==> src/rtl/packet_transfer_arbiter_pkg.sv <==
// Shared types for the packet transfer arbiter: the flit word and the arbiter's
// state and source encodings.
package types;
  typedef logic [15:0] flit_t;
endpackage

package packet_types;
  typedef enum logic [1:0] {
    IDLE,
    LOCK_NOC,
    LOCK_CPU
  } arb_state_e;

  typedef enum logic {
    SRC_NOC = 1'b0,
    SRC_CPU = 1'b1
  } arb_src_e;
endpackage

==> src/rtl/packet_transfer_arbiter.sv <==
// Wormhole arbiter sharing the router input between the NOC and CPU flit streams.
// Optional statistics counters are enabled by defining PACKET_TRANSFER_ARBITER_STATS_EN.
module packet_transfer_arbiter
  import packet_types::*;
#(
  parameter int unsigned NOC_WEIGHT       = 4,
  parameter int unsigned MAX_PACKET_FLITS = 16,
  parameter int unsigned CNT_W            = 16
) (
  input  logic         nocclk,
  input  logic         rst_n,
  input  types::flit_t noc_flit,
  input  logic         noc_flit_valid,
  input  logic         noc_flit_last,
  output logic         noc_flit_ready,
  input  types::flit_t cpu_flit,
  input  logic         cpu_flit_valid,
  input  logic         cpu_flit_last,
  output logic         cpu_flit_ready,
  output types::flit_t out_flit,
  output logic         out_flit_valid,
  input  logic         out_flit_ready,
  output types::flit_t out_head_flit,
  output logic         out_src,
  output logic         busy,
  output logic         pkt_len_err
`ifdef PACKET_TRANSFER_ARBITER_STATS_EN
  ,
  output logic [CNT_W-1:0] noc_pkt_cnt,
  output logic [CNT_W-1:0] cpu_pkt_cnt,
  output logic [CNT_W-1:0] stall_cnt
`endif
);

  localparam int unsigned WCNT_W = $clog2(NOC_WEIGHT + 1);
  localparam int unsigned FCNT_W = $clog2(MAX_PACKET_FLITS + 1);
  localparam logic [WCNT_W-1:0] WEIGHT_MAX = WCNT_W'(NOC_WEIGHT);
  localparam logic [FCNT_W-1:0] FLIT_FINAL = FCNT_W'(MAX_PACKET_FLITS - 1);

  if (NOC_WEIGHT < 1 || MAX_PACKET_FLITS < 2 || CNT_W < 1) begin : g_bad_param
    $error("packet_transfer_arbiter: illegal parameter value");
  end

  arb_state_e        state_q, state_d;
  arb_src_e          last_src_q, last_src_d;
  logic [WCNT_W-1:0] weight_q, weight_d;
  logic [FCNT_W-1:0] flit_cnt_q, flit_cnt_d;
  types::flit_t      head_q, head_d;
  logic              src_q, src_d;
  logic              busy_q, busy_d;
  logic              err_q, err_d;

  logic sel_last;
  logic handshake;
  logic pick_cpu;

  // Unregistered pass-through of the locked source.
  always_comb begin
    out_flit       = '0;
    out_flit_valid = 1'b0;
    noc_flit_ready = 1'b0;
    cpu_flit_ready = 1'b0;
    sel_last       = 1'b0;
    case (state_q)
      LOCK_NOC: begin
        out_flit       = noc_flit;
        out_flit_valid = noc_flit_valid;
        noc_flit_ready = out_flit_ready;
        sel_last       = noc_flit_last;
      end
      LOCK_CPU: begin
        out_flit       = cpu_flit;
        out_flit_valid = cpu_flit_valid;
        cpu_flit_ready = out_flit_ready;
        sel_last       = cpu_flit_last;
      end
      default: ;
    endcase
  end

  assign handshake = out_flit_valid & out_flit_ready;

  always_comb begin
    state_d    = state_q;
    last_src_d = last_src_q;
    weight_d   = weight_q;
    flit_cnt_d = flit_cnt_q;
    head_d     = head_q;
    err_d      = err_q;
    pick_cpu   = 1'b0;
    case (state_q)
      IDLE: begin
        flit_cnt_d = '0;
        pick_cpu   = (noc_flit_valid && cpu_flit_valid)
                     ? (weight_q == WEIGHT_MAX || last_src_q == SRC_NOC)
                     : cpu_flit_valid;
        if (pick_cpu) begin
          state_d    = LOCK_CPU;
          last_src_d = SRC_CPU;
          weight_d   = '0;
        end else if (noc_flit_valid) begin
          state_d    = LOCK_NOC;
          last_src_d = SRC_NOC;
          if (cpu_flit_valid && weight_q != WEIGHT_MAX) weight_d = weight_q + WCNT_W'(1);
        end
      end
      default: begin
        if (handshake) begin
          if (flit_cnt_q == '0) head_d = out_flit;
          if (sel_last) begin
            state_d    = IDLE;
            flit_cnt_d = '0;
          end else if (flit_cnt_q == FLIT_FINAL) begin
            // Oversized packet: drop the lock so the remainder re-arbitrates.
            state_d    = IDLE;
            flit_cnt_d = '0;
            err_d      = 1'b1;
          end else begin
            flit_cnt_d = flit_cnt_q + FCNT_W'(1);
          end
        end
      end
    endcase
    busy_d = (state_d != IDLE);
    src_d  = (state_d == LOCK_CPU);
  end

  // last_src resets to CPU so the first contested arbitration goes to NOC.
  always_ff @(posedge nocclk or negedge rst_n) begin
    if (!rst_n) begin
      state_q    <= IDLE;
      last_src_q <= SRC_CPU;
      weight_q   <= '0;
      flit_cnt_q <= '0;
      head_q     <= '0;
      src_q      <= 1'b0;
      busy_q     <= 1'b0;
      err_q      <= 1'b0;
    end else begin
      state_q    <= state_d;
      last_src_q <= last_src_d;
      weight_q   <= weight_d;
      flit_cnt_q <= flit_cnt_d;
      head_q     <= head_d;
      src_q      <= src_d;
      busy_q     <= busy_d;
      err_q      <= err_d;
    end
  end

  assign out_head_flit = head_q;
  assign out_src       = src_q;
  assign busy          = busy_q;
  assign pkt_len_err   = err_q;

`ifdef PACKET_TRANSFER_ARBITER_STATS_EN
  logic [CNT_W-1:0] noc_pkt_cnt_q, noc_pkt_cnt_d;
  logic [CNT_W-1:0] cpu_pkt_cnt_q, cpu_pkt_cnt_d;
  logic [CNT_W-1:0] stall_cnt_q, stall_cnt_d;

  always_comb begin
    noc_pkt_cnt_d = noc_pkt_cnt_q;
    cpu_pkt_cnt_d = cpu_pkt_cnt_q;
    stall_cnt_d   = stall_cnt_q;
    if (handshake && sel_last && state_q == LOCK_NOC) noc_pkt_cnt_d = noc_pkt_cnt_q + CNT_W'(1);
    if (handshake && sel_last && state_q == LOCK_CPU) cpu_pkt_cnt_d = cpu_pkt_cnt_q + CNT_W'(1);
    if (out_flit_valid && !out_flit_ready && stall_cnt_q != '1) stall_cnt_d = stall_cnt_q + CNT_W'(1);
  end

  always_ff @(posedge nocclk or negedge rst_n) begin
    if (!rst_n) begin
      noc_pkt_cnt_q <= '0;
      cpu_pkt_cnt_q <= '0;
      stall_cnt_q   <= '0;
    end else begin
      noc_pkt_cnt_q <= noc_pkt_cnt_d;
      cpu_pkt_cnt_q <= cpu_pkt_cnt_d;
      stall_cnt_q   <= stall_cnt_d;
    end
  end

  assign noc_pkt_cnt = noc_pkt_cnt_q;
  assign cpu_pkt_cnt = cpu_pkt_cnt_q;
  assign stall_cnt   = stall_cnt_q;
`endif

endmodule

==> config.mk <==
export PLATFORM = sky130hd
export DESIGN_NAME = packet_transfer_arbiter
export DESIGN_NICKNAME = d
export VERILOG_FILES = /design/src/rtl/packet_transfer_arbiter_pkg.sv /design/src/rtl/packet_transfer_arbiter.sv
export SDC_FILE = /design/constraint.sdc
export NUM_CORES = 1
export LEC_CHECK = 0
export CORE_ASPECT_RATIO = 0.75
export CORE_UTILIZATION = 44
export CTS_CLUSTER_DIAMETER = 150
export DETAILED_ROUTE_END_ITERATION = 10
export HOLD_SLACK_MARGIN = 0.05
export PLACE_DENSITY_LB_ADDON = 0.08
export SYNTH_ARGS = -nofsm -noshare
export SYNTH_HDL_FRONTEND = slang
export SYNTH_SLANG_ARGS = --single-unit
==> constraint.sdc <==
create_clock -name nocclk -period 4.8 [get_ports nocclk]
set_input_delay 0.96 -clock nocclk [delete_from_list [all_inputs] [get_ports nocclk]]
set_output_delay 0.96 -clock nocclk [all_outputs]
set_load 0.02 [all_outputs]
==> results.txt, run 1 <==
- Time the worst path needs with I/O delays and setup: approximately 3600 ps
* Number of buffers between clock root and the deepest sink: 2
* Total power of the final layout: roughly 1600 uW
- LEAKAGE: around 0.0011 uW
- Number of global-route vias before repair: 1,416
- # DRC: 0
- Counting instances, the worst hold path has a depth of 1.
- FF-to-FF End: out_head_flit[6]
* Buffer count from post-CTS setup fixing: 0
- Wire length per cell after detailed routing: ~15 um
- Share of cells above drive strength 1: under 10%
- Die height: ~55 um
- The worst setup path is captured at an output pin.
- Core region area: about 0.0034 mm^2
- When the netlist entered floorplanning its net count stood at approximately 200.
* DRC violation total after the first TritonRoute iteration: slightly below 100
* Final hold violations: 0
- Hold Path Sink: pkt_len_err
- For the worst-skew pair, the clock arrives at the later sink with an insertion delay of 280 ps.
* Layout Area Growth over Synthesis: 54.36%
- Critical path class: flip-flop to output pin
* Final ANT Viol Nets: 0
- TritonCTS built the clock tree.
* Number of hold buffers added after CTS: 0
- Standard cell with the maximum stage delay on the critical path: sky130_fd_sc_hd__clkdlybuf4s50_1
- Top fanout value on the critical path: 18
* Setup slack of the worst register-to-register path: roughly 1800 ps
* Leftover overflow at the end of global routing: 0
- Number of synthesized flops with an enable pin: 0
- Clock skew on the completed layout was measured at between 8 and 9 ps.
* Prevailing post-synth register cell: sky130_fd_sc_hd__dfrtp_1
* Critical Path RT: approximately 3800 ps
* VDD IR-drop max: a little under 0.5 mV
* Max-cap viol count: 0
* Post-cts gate resize count: 0
- Post-layout instance area: approximately 0.0025 mm^2
- At the end of routability-driven placement, the weighted congestion stood at just under 0.9.
- The layout has 250 filler cells.
- STA puts the critical path data arrival time at approximately 2600 ps.
- Clock-pin slew was measured on the worst setup and hold paths at 70 ps.
* Tightest hold margin: between 400 and 500 ps
- The first global-routing pass estimated between 6000 and 7000 um of wire.
* Crit-path cells: inv_1 > ha_1 > clkinv_1 > nor2_1 > clkdlybuf4s50_1
- Cell count along the critical path: 5
- Worst flop-to-flop path startpoint: state_q[0]
- Row generation in the floorplan step produced 18 rows.
- Die Outline Area: a little under 0.004 mm^2
- After the last flow step, the layout net total stands at 280.
- Setup repair after global routing left no endpoint under its margin.
- Fin. max-slew vios: 0
* Cell area after technology mapping: approximately 0.0016 mm^2
- YS warnings: 0
- Share of synthesized area occupied by flip-flops and latches: between 40% and 50%
* Total Routed Length: 4360 um
* Worst r2r path cells: 6
- Dividing total power by cell area gives a power density of roughly 630 mW/mm^2.
* Distinct cell type count of the synthesized netlist: between 40 and 50
- For this configuration, the core starts out at a cell density of roughly 48%.
* Worst slew margin: around 49%
- First-pass iteration count of the detailed router: 4
* Per-instance average area after synthesis: a little over 10 um^2
- Number of H-tree branching levels: 2
* CP Buf/Inv Count: 3
* Class of the worst hold path: flip-flop to flip-flop
* Maximum number of pins on one net before global-route repair: 31
* DP Wirelength: about 3300 um
* Sum of negative setup slack: 0 ps
- The most critical setup path has its startpoint at state_q[1].
- Post-detailed-route via-to-cell ratio: approximately 5.5
- CTS placed an instance of sky130_fd_sc_hd__clkbuf_8 at the clock tree root.
- The worst path meets setup with 1225 ps of slack.
- The number of antenna diodes in the final layout is 0.
- Number of cells produced by synthesis: approximately 160
- Ports: 77
- Clock net sink count: 30
- Area share of the leading cell type in the synthesized netlist: approximately 44%
- The worst setup path is launched from a flip-flop.
- Transition time of the tightest slew-check pin: between 700 and 800 ps
- For this run, the total global-route usage over all layers was measured as between 20 and 25%.
* Maximum clock frequency: approximately 280 MHz
- For this run, the slowest stage of the critical path takes between 600 and 700 ps.
- The floorplan step set the die width to around 72 um.
- In the synthesized netlist the async set-or-reset flop fraction comes to between 90% and 100%.
- Dividing the final minimum period by the clock period gives 74.47%.
* Antenna violations before repair: 0
* Synth top area cells: sky130_fd_sc_hd__dfrtp_1 (44%), sky130_fd_sc_hd__mux2_1 (11%), sky130_fd_sc_hd__a22oi_1 (7.8%)
- Clock buffer count from CTS: 5
- In this run the most critical hold path is launched from pkt_len_err.
- Kind of cell with the highest combined delay on the critical path: buffers and inverters
* Placed cell areas: approximately 0.0024 mm^2
- OpenSTA, run right after detailed placement, puts the worst setup slack at around 1400 ps.
- Input and output buffers added on the ports amount to 76.
- For this block, the via count after detailed routing is around 1,600.
- The largest total area in the synthesized netlist belongs to sky130_fd_sc_hd__dfrtp_1.
* Number of setup violations in the final report: 0
- Result of the run: completed
* Total of flip-flops plus latches after synthesis: 30
[report_power, final]
| part | switching (uW) | total [uW] | leakage (uW) | internal [uW] |
|---|---|---|---|---|
| sequential | 51.3 | 399 | 0.000397 | 347 |
| clock | 88.7 | 244 | 0.0000524 | 155 |
| combinational | 538 | 951 | 0.000620 | 413 |
[synth_stat cells, types with 2 or more instances]
library cell	instances
sky130_fd_sc_hd__ha_1	7
sky130_fd_sc_hd__a22oi_1	17
sky130_fd_sc_hd__nand3_1	3
sky130_fd_sc_hd__a21oi_1	8
sky130_fd_sc_hd__and2_1	3
sky130_fd_sc_hd__buf_2	3
sky130_fd_sc_hd__nand4_1	2
sky130_fd_sc_hd__nor2_1	19
sky130_fd_sc_hd__nand2_1	10
sky130_fd_sc_hd__buf_1	2
sky130_fd_sc_hd__o21ai_0	4
sky130_fd_sc_hd__clkbuf_1	2
sky130_fd_sc_hd__dfrtp_1	29
sky130_fd_sc_hd__mux2_1	16
sky130_fd_sc_hd__inv_1	6
sky130_fd_sc_hd__nand4b_1	2
[cell type report]
type,instances,area (um^2),share of cell area (%)
clock buffer,7,76.32,3.026
timing repair buffer,77,768.2,30.46
tap,50,62.56,2.480
clock inverter,1,30.03,1.190
sequential,30,752.0,29.81
inverter,7,26.28,1.042
multi-input combinational,113,807.0,31.99
[kinds of logic after synthesis]
| family | Yosys count | synth area share, % |
|---|---|---|
| muxes | 16 | 11.03 |
| adders and majority gates | 7 | 5.360 |
| DFF | 30 | 46.02 |
| buffers and inverters | 16 | 4.594 |
| and+or+nand+nor | 49 | 15.39 |
| AOI/OAI and AO/OA | 41 | 17.61 |
[layer usage]
layer  up-vias  track usage [%]  wire length [um]
met5         -                0                 0
met4         0            5.229                 8
met1       761            25.66              1776
li1        727                -                 -
met2        66            41.12              2263
met3         3            6.998               311
[per-stage QoR]
step | std cells | util (%)
finish | 285 | 73.68
floorplan | 159 | -
global placement | 277 | 70.58
detailed placement | 277 | 70.58
global route | 285 | 73.68
CTS | 285 | 73.68
[sequential cells by signal, indices dropped and copies added (netlist names)]
signal         flops
flit_cnt_q         5
state_q            2
busy               1
weight_q           3
pkt_len_err        1
last_src_q         1
out_head_flit     16
out_src            1
[worst max path at each step]
stage	endpoint	slack, ps
detailed placement	out_flit_valid	1360
CTS	out_flit[2]	1210
global placement	out_flit_valid	1400
global route	out_flit[2]	1040
floorplan	out_flit[11]	2270
finish	out_flit[10]	1230
[cells in the final DEF, fill, tap and decap left out, types with 2 or more instances in the layout]
master / synthesis / layout
sky130_fd_sc_hd__inv_1: 6 / 6
sky130_fd_sc_hd__nand4_1: 2 / 2
sky130_fd_sc_hd__clkdlybuf4s50_1: 0 / 76
sky130_fd_sc_hd__ha_1: 7 / 7
sky130_fd_sc_hd__nand4b_1: 2 / 2
sky130_fd_sc_hd__o21ai_0: 4 / 4
sky130_fd_sc_hd__nor2_1: 19 / 19
sky130_fd_sc_hd__and2_1: 3 / 3
sky130_fd_sc_hd__a22oi_1: 17 / 17
sky130_fd_sc_hd__mux2_1: 16 / 16
sky130_fd_sc_hd__clkbuf_8: 0 / 5
sky130_fd_sc_hd__clkbuf_1: 2 / 2
sky130_fd_sc_hd__nand2_1: 10 / 10
sky130_fd_sc_hd__dfrtp_1: 29 / 29
sky130_fd_sc_hd__a21oi_1: 8 / 8
sky130_fd_sc_hd__nand3_1: 3 / 3
(Power assumes the default switching activity.)
==> run 2, diff against run 1 <==
- CORE_UTILIZATION: 44 -> 37
- clock period: 4.8 -> 2.9 ns (I/O delays scaled with it)
==> results.txt, run 2 (same netlist as run 1, synthesis figures left out) <==
* Routability Congestion: 0.8130
- Maximum number of pins on one net before global-route repair: 31
* Post-detailed-route via-to-cell ratio: between 5 and 6
- The library cell used most frequently in the layout, excluding fill and tap cells, is sky130_fd_sc_hd__clkdlybuf4s50_1.
- The detailed router placed approximately 1,500 vias in this run.
- Die height: a little under 60 um
- IO Port Bufs: 76
* Diode insertion count for antenna repair: 0
- The finished cells cover between 0.002 and 0.003 mm^2.
- Ports: 77
- Post-CTS timing repair inserted 0 buffers for setup.
- The worst hold path begins at pkt_len_err.
- The first global-routing pass estimated about 6800 um of wire.
- Based on the critical path, the design can be clocked at up to between 300 and 400 MHz.
* Sum of negative setup slack: 0 ps
- Clock net sink count: 30
* Root Buffer Master: sky130_fd_sc_hd__clkbuf_8
- The worst setup path is of the flip-flop to output pin kind.
- For the worst-skew pair, the clock arrives at the later sink with an insertion delay of 280 ps.
* First-pass iteration count of the detailed router: 4
- The number of hold violations in the final report came to 0.
- Number of H-tree branching levels: 2
- Number of global-route vias before repair: between 1,000 and 1,500
* Class of the worst hold path: flip-flop to flip-flop
* Time the worst path needs with I/O delays and setup: roughly 2600 ps
- Of all nets on the critical path, the largest fanout is 20.
* Placed cell areas: about 0.0025 mm^2
- The floorplan step defined a core boundary enclosing ~0.0041 mm^2.
- The worst setup path is captured at an output pin.
- Die Outline Area: 0.004689 mm^2
- The net count of the finished layout is 283.
- # DRC: 0
- DP Wirelength: around 3200 um
* Post-route setup slack: between 200 and 300 ps
- Clock buffer count from CTS: 5
* Leftover overflow at the end of global routing: 0
* Setup clock skew after layout: roughly 7 ps
* Leading cell types in the layout, fill and taps excluded: sky130_fd_sc_hd__clkdlybuf4s50_1 (59), sky130_fd_sc_hd__dfrtp_1 (29), sky130_fd_sc_hd__nor2_1 (19)
- At the worst endpoint, the required time is between 2000 and 2500 ps.
- Of the cells placed in the final design, the portion with a size suffix greater than 1 is under 10%.
- Worst flop-to-flop path startpoint: state_q[0]
- The floorplan step set the die width to about 79 um.
- Ratio of total power to cell area: roughly 1000 mW/mm^2
* Number of buffers between clock root and the deepest sink: 2
- Clock Pin Slew Worst Setup and Hold Paths: 60 ps
- The final-report max-slew violation count was 0.
- Setup repair after global routing left no endpoint under its margin.
- Final period utilization: about nine tenths
- Worst slew margin: 73.75%
* Standard-cell row count: 20
* LEAKAGE: 0.001348 uW
* Crit path launch type: flip-flop
* Antenna violations before repair: 0
- DRC violation total after the first TritonRoute iteration: around 130
- Result of the run: completed
- Data arrives at the worst endpoint at 2040 ps.
- Total Routed Length: 4357 um
- In this run the remaining antenna-violating nets after routing total 0.
* Clock tree from TritonCTS: yes
- Compared with the post-synthesis result, the final layout area differs by 58.81%.
- Launching element of the worst setup path: state_q[1]
- Overall global routing resource usage: around 20%
- OpenSTA, run right after detailed placement, puts the worst setup slack at around 170 ps.
* VDD IR-drop max: slightly below 0.6 mV
* Effective utilization at floorplan: 39.58%
- Max FFs per register: 16
* Fill cells: 348
* Total power of the final layout: 2588 uW
* Wire length per cell after detailed routing: roughly 15 um
- Number of setup violations in the final report: 0
- For the pin with the worst max-slew slack, the measured transition is just under 400 ps.
- Number of hold buffers added after CTS: 0
- Max-cap viol count: 0
==> run 2: changes by cell type in the layout (fill, tap and decap cells not counted), sizes merged <==
cell,before,now
dlygate4sd2,0,1
bufinv,1,0
clkinv,1,2
buf,1,4
dlymetal6s2s,0,16
clkdlybuf4s50,76,59
==> run 2: report_power, final <==
group | internal (uW) | switching, uW
Combinational | 701 | 881
Clock | 191 | 155
Sequential | 575 | 85.0
Total | 1470 | 1120
==> run 2: worst paths after layout <==
path / to / slack (ps) / depth (start not counted)
max: noc_flit_ready / 280 / 4
min: pkt_len_err / 470 / 1
max reg2reg: out_head_flit[13] / 600 / 7
min reg2reg: pkt_len_err / 470 / 1
max in group asynchronous: last_src_q / 1900 / 2
min in group asynchronous: pkt_len_err / 690 / 2
==> run 2: layer usage <==
metal | part of all wire, % | track usage [%] | wire [um]
met4 | 1.4 | 7.143 | 60
met3 | 4.6 | 4.923 | 202
met1 | 45 | 23.96 | 1963
met5 | 0 | 0 | 0
met2 | 49 | 34.41 | 2131
==> run 2: layout make-up <==
cell class | instances | area [um^2] | area share (%)
multi-input combinational | 113 | 814.5 | 31.39
clock buffer | 7 | 86.33 | 3.327
inverter | 7 | 26.28 | 1.013
clock inverter | 1 | 5.005 | 0.1929
tap | 55 | 68.82 | 2.652
sequential | 30 | 752.0 | 28.98
timing repair buffer | 80 | 842.1 | 32.45
==> run 2: repair_timing <==
action,in CTS,in global routing
endpoints found under the setup margin,17,16
gates resized for setup,3,17
endpoints found under the hold margin,0,0
==> run 2: through the flow <==
stage          utilization, %  hold WS (ps)  instances
2_1_floorplan               -         284.4        159
3_3_place_gp            59.52         443.9        285
3_5_place_dp            59.52         464.3        285
4_1_cts                 61.82         482.2        293
5_1_grt                 62.85         499.0        293
6_report                62.85         468.8        293
==> run 2: critical path, stage by stage (launching register included) <==
cell,delay [ps]
sky130_fd_sc_hd__dfrtp_1,400
sky130_fd_sc_hd__inv_1,130
sky130_fd_sc_hd__ha_2,450
sky130_fd_sc_hd__and2_1,180
sky130_fd_sc_hd__clkdlybuf4s50_1,600
==> RTL edit 1 (settings of run 2) <==
Register the output `pkt_len_err` once more, without a reset; this adds one clock of latency there. The other outputs are not delayed to match.
--- a/src/rtl/packet_transfer_arbiter.sv
+++ b/src/rtl/packet_transfer_arbiter.sv
@@ -153,3 +153,5 @@
   assign busy          = busy_q;
-  assign pkt_len_err   = err_q;
+  always_ff @(posedge nocclk) begin
+    pkt_len_err <= err_q;
+  end
 
Formal check against the unedited RTL: no difference found for any inputs over 10 cycles, from zero or initial values and one cycle with rst_n low; that may be too few to reach the edited logic, so the function may still have changed.
==> RTL edit 1 against run 2 <==
Fmax is 5.7% lower; synthesized area increased by 1.2%; total power is 3.9% higher; sequential cell count rose by 1; worst setup slack worse by 0.16 ns; combinational power is 4% higher; final cell count rose by 1.4%; wire length rose by 4.0%; final area rose by 1.3%.
==> RTL edit 1: results (changes against run 2) <==
| Quantity | This run | Delta |
|:---|:---|:---|
| Placer's final routability congestion estimate | 0.842 | +3.6% |
| First-pass GRT wire length | 7330 um | +7.2% |
| Met1 usage | 25.2% | +1.2 points |
| Vias in the first global route | 1563 | +6.5% |
| Internal | 1550 uW | +5.6% |
| Fraction of layout cells with a size suffix above 1 | 8.68% | +0.69 points |
| Nets | 287 | +1.4% |
| Largest fanout on the critical path | 11 | -45% |
| GRT Total Usage | 20.6% | +0.89 points |
| Critical path arrival | 2.20 ns | +0.16 ns |
| Area contributors post-synth | dfrtp_1 (44%), mux2_1 (11%), a22oi_1 (7.7%) |  |
| Mean routed wirelength per cell | 15.3 um | +2.6% |
| Highest ir drop seen on vdd | 0.000636 V | +8.4% |
| HPWL after DPL | 3400 um | +5.7% |
| Number of distinct library cell variants in the gate-level netlist after synthesis | 43 | +2.4% |
| LEAKAGE | 0.00126 uW | -6.8% |
| Net count after synthesis | 206 | +0.49% |
| Met2 routing resource usage after global routing | 34.7% | +0.32 points |
| Post-synth ARST share | 96.8% | -3.2 points |
| Antenna fix cells | 0 | unchanged |
| Met3 Use GR | 7.79% | +2.9 points |
| Worst clock skew | 0.00552 ns | -0.00145 ns |
| Slew Limit Headroom | 71.7% | -2.1 points |
| Status | finished, final reports clean |  |
| Mean number of vias per cell | 5.18 | -0.31% |
| Register area share after synthesis | 46.7% | +0.65 points |
| Number of flip-flops under the largest register name | 16 | unchanged |
| Maximum clock frequency | 360 MHz | -5.7% |
| Delay of the slowest critical-path stage | 0.63 ns | +0.03 ns |
| Initial drt markers | 95 | -26% |
| Number of inserted filler cells in the final layout | 338 | -2.9% |
-- RTL edit 1: changes by cell type in the layout (fill, tap and decap cells not counted), sizes merged --
| cell | change |
|---|---|
| buf | +3 |
| clkbuf | +1 |
| clkdlybuf4s50 | +8 |
| clkinv | -1 |
| dfxtp | +1 |
| dlygate4sd2 | -1 |
| dlymetal6s2s | -7 |
-- RTL edit 1: metal layers --
metal | up-vias | part of all wire (%)
li1 | 740 | -
met1 | 741 | 44
met2 | 54 | 48
met3 | 2 | 7.0
met4 | 0 | 0.38
met5 | - | 0
-- RTL edit 1: final timing paths --
path,from,slack (ns),end,depth (start not counted)
setup / recovery,state_q[0]$_DFF_PN0_,0.12,out_flit[4],6
hold / removal,err_q$_DFFE_PN0P_,0.39,pkt_len_err$_DFF_P_,0
setup reg to reg,state_q[1]$_DFF_PN0_,0.59,out_head_flit[13]$_DFFE_PN0P_,7
hold reg to reg,err_q$_DFFE_PN0P_,0.39,pkt_len_err$_DFF_P_,0
max in group asynchronous,rst_n,1.90,last_src_q$_DFFE_PN1P_,2
min in group asynchronous,rst_n,0.69,flit_cnt_q[1]$_DFFE_PN0P_,2
-- RTL edit 1: area by class of cell --
type | count | area share, %
multi-input cells | 113 | 30.9
flip-flops and latches | 31 | 29.4
well taps | 55 | 2.62
repair buffers | 83 | 32.3
inverters | 7 | 1.00
clock buffers | 8 | 3.81
-- RTL edit 1: cell families (layout without fill, tap and decap cells) --
kind of cell               Yosys count  after routing  synth area share [%]
AOI/OAI and AO/OA                   41             41                  17.4
and+or+nand+nor                     49             49                  15.2
adders and majority gates            7              7                  5.29
buffers and inverters               16             98                  4.54
DFF                                 31             31                  46.7
muxes                               16             16                  10.9
-- RTL edit 1: worst reg2reg max path: cells and delay by family (launching register included) --
kind | cells | cell delay (ns)
muxes | 1 | 0.34
buffers and inverters | 2 | 0.30
DFF | 1 | 0.39
and+or+nand+nor | 2 | 0.52
adders and majority gates | 1 | 0.47
AOI/OAI and AO/OA | 1 | 0.18
-- RTL edit 1: stage by stage --
step,setup WS [ns],std cells,utilization (%),instance area [um^2],hold slack (ns)
after CTS,0.00919,297,62.3,2600,0.384
final,0.119,297,62.9,2630,0.387
after detailed placement,0.161,289,59.8,2500,0.368
after floorplan,0.749,160,-,1650,0.284
after global routing,-0.0248,297,62.9,2630,0.398
after global placement,0.229,289,59.8,2500,0.366
-- RTL edit 1: timing repair --
| action | CTS | global route |
|---|---|---|
| resized for setup | 1 | 10 |
| setup buffers | 0 | 0 |
| endpoints found under the setup margin | 18 | 17 |
-- RTL edit 1: power groups by stage --
stage	logic [uW]	registers [uW]	clock network, uW
after detailed placement	1650	679	0
after floorplan	769	811	0
after global placement	1630	669	0
after CTS	1660	676	379
after global routing	1770	699	409
final	1650	676	366
==> RTL edit 2 (config.mk and constraints of run 2) <==
Made on the original files. The parameter `MAX_PACKET_FLITS` goes from 16 to 8.
--- a/src/rtl/packet_transfer_arbiter.sv
+++ b/src/rtl/packet_transfer_arbiter.sv
@@ -6,3 +6,3 @@
   parameter int unsigned NOC_WEIGHT       = 4,
-  parameter int unsigned MAX_PACKET_FLITS = 16,
+  parameter int unsigned MAX_PACKET_FLITS = 8,
   parameter int unsigned CNT_W            = 16
Behaviour: not the same (a bounded check fails within 10 cycles, from zero or initial values and one cycle with rst_n low).
==> RTL edit 2 against run 2 <==
Sequential share of layout area decreased by 0.59 points; largest cell class unchanged; synthesized area decreased by 3.3%; register-to-register slack better by 0.13 ns; wire length shrank 3.0%; non-clock buffer count rose by 1; via count shrank 4.1%; clock skew decreased by 0.0018 ns; fmax down 3.5%; worst setup slack got worse by 0.096 ns; total power up 3.0%; global-route usage down 0.50 points; final area is 1.3% lower; sequential cell count decreased by 1.
==> RTL edit 2: results (changes against run 2) <==
| Quantity | This run | Delta |
|:---|:---|:---|
| Actual transition at the worst max-transition pin | 0.653 ns | +0.259 ns |
| Largest fanout on the critical path | 14 | -30% |
| Mean number of vias per cell | 5.10 | -1.7% |
| Initial drt markers | 55 | -57% |
| Placed Instance Area | 2410 um^2 | -1.9% |
| Register area share after synthesis | 46.0% | about the same |
| Vias in the first global route | 1461 | -0.48% |
| Placer's final routability congestion estimate | 0.804 | -1.1% |
| First-pass GRT wire length | 6650 um | -2.8% |
| Crit-path slowest cell | clkdlybuf4s50_1 |  |
| Status | finished, final reports clean |  |
| Area contributors post-synth | dfrtp_1 (44%), mux2_2 (11%), a22oi_1 (8.1%) |  |
| Fraction of layout cells with a size suffix above 1 | 15.2% | +7.2 points |
| Largest net degree at the start of global routing | 30 | -3.2% |
| Post-route met1 wirelength | 1920 um | -2.2% |
| Clock latency at the later pin of the worst-skew pair | 0.27 ns |  |
| Number of inserted filler cells in the final layout | 333 | -4.3% |
| Total wire length | 4230 um | -3.0% |
| HPWL after DPL | 3180 um | -1.2% |
| Nets | 276 | -2.5% |
| LEAKAGE | 0.00123 uW | -8.6% |
| Met3 wirelength from detailed routing | 246 um | +22% |
| Top cell types by occurrence after synthesis | dfrtp_1 (28), nor2_1 (19), a22oi_1 (17), mux2_2 (16), nand2_1 (10) |  |
| GRT Total Usage | 19.2% | -0.50 points |
| Worst clock skew | 0.00513 ns | -0.00184 ns |
| Net count after synthesis | 196 | -4.4% |
| Number of distinct library cell variants in the gate-level netlist after synthesis | 32 | -24% |
| Highest ir drop seen on vdd | 0.000551 V | -6.1% |
| Wire length on met2 | 2040 um | -4.2% |
| Compound-Gate Fraction of Synth Area | 16.9% | -0.67 points |
| Critical path arrival | 2.14 ns | +0.10 ns |
| Mux share of post-synthesis cell area | 12.0% | +1.0 points |
RTL edit 2: worst reg2reg max path: stages, from the launching register on:
cell,delay (ns)
dfrtp_1,0.41
inv_1,0.12
ha_2,0.29
buf_12,0.16
a22oi_1,0.11
a2111oi_0,0.63
a211oi_1,0.13
a31oi_1,0.23
RTL edit 2: timing repair:
| item | CTS | global route |
|---|---|---|
| setup buffers | 0 | 0 |
| resized for setup | 6 | 9 |
| pin swaps | 0 | 0 |
| hold endpoints to repair | 0 | 0 |
| endpoints found under the setup margin | 6 | 9 |
RTL edit 2: worst paths after layout:
| path | start | slack, ns | to | cells past startpoint |
|---|---|---|---|---|
| max in group asynchronous | rst_n | 1.89 | last_src_q$_DFFE_PN1P_ | 2 |
| min in group asynchronous | rst_n | 0.69 | out_head_flit[12]$_DFFE_PN0P_ | 2 |
| setup / recovery | state_q[0]$_DFF_PN0_ | 0.18 | cpu_flit_ready | 5 |
| setup reg to reg | state_q[1]$_DFF_PN0_ | 0.73 | out_src$_DFF_PN0_ | 7 |
| hold reg to reg | pkt_len_err$_DFFE_PN0P_ | 0.48 | pkt_len_err$_DFFE_PN0P_ | 1 |
| hold / removal | pkt_len_err$_DFFE_PN0P_ | 0.48 | pkt_len_err$_DFFE_PN0P_ | 1 |
RTL edit 2: area by class of cell:
type	count	area, um^2	area share (%)
clock inverter	3	65.1	2.54
timing repair buffer	81	821	32.0
tap	55	68.8	2.69
clock buffer	5	68.8	2.69
inverter	9	37.5	1.47
sequential	29	727	28.4
multi-input combinational	104	773	30.2
RTL edit 2: kinds of logic after synthesis:
family | Yosys count
simple gates | 44
compound gates | 36
flops | 29
buf+inv | 17
mux | 17
fa+ha+maj | 7
RTL edit 2: metrics by stage:
| step | hold WS [ns] | instances | util (%) | total power (uW) | setup WS (ns) |
|---|---|---|---|---|---|
| after floorplan | 0.284 | 150 | - | 1530 | 0.838 |
| after global placement | 0.458 | 278 | 59.1 | 2160 | 0.243 |
| after detailed placement | 0.469 | 278 | 59.1 | 2200 | 0.226 |
| after CTS | 0.482 | 286 | 62.2 | 2680 | 0.00425 |
| after global routing | 0.503 | 286 | 62.8 | 2830 | 0.0600 |
| final | 0.476 | 286 | 62.8 | 2660 | 0.181 |
RTL edit 2: power by group:
| part | internal [uW] | switching (uW) |
|---|---|---|
| clock network | 341 | 155 |
| registers | 545 | 77.8 |
| logic | 695 | 850 |
RTL edit 2: routing by layer:
layer,vias up,GRT usage [%]
li1,699,-
met1,716,23.5
met2,42,33.0
met3,2,6.36
met4,0,5.39
met5,-,0
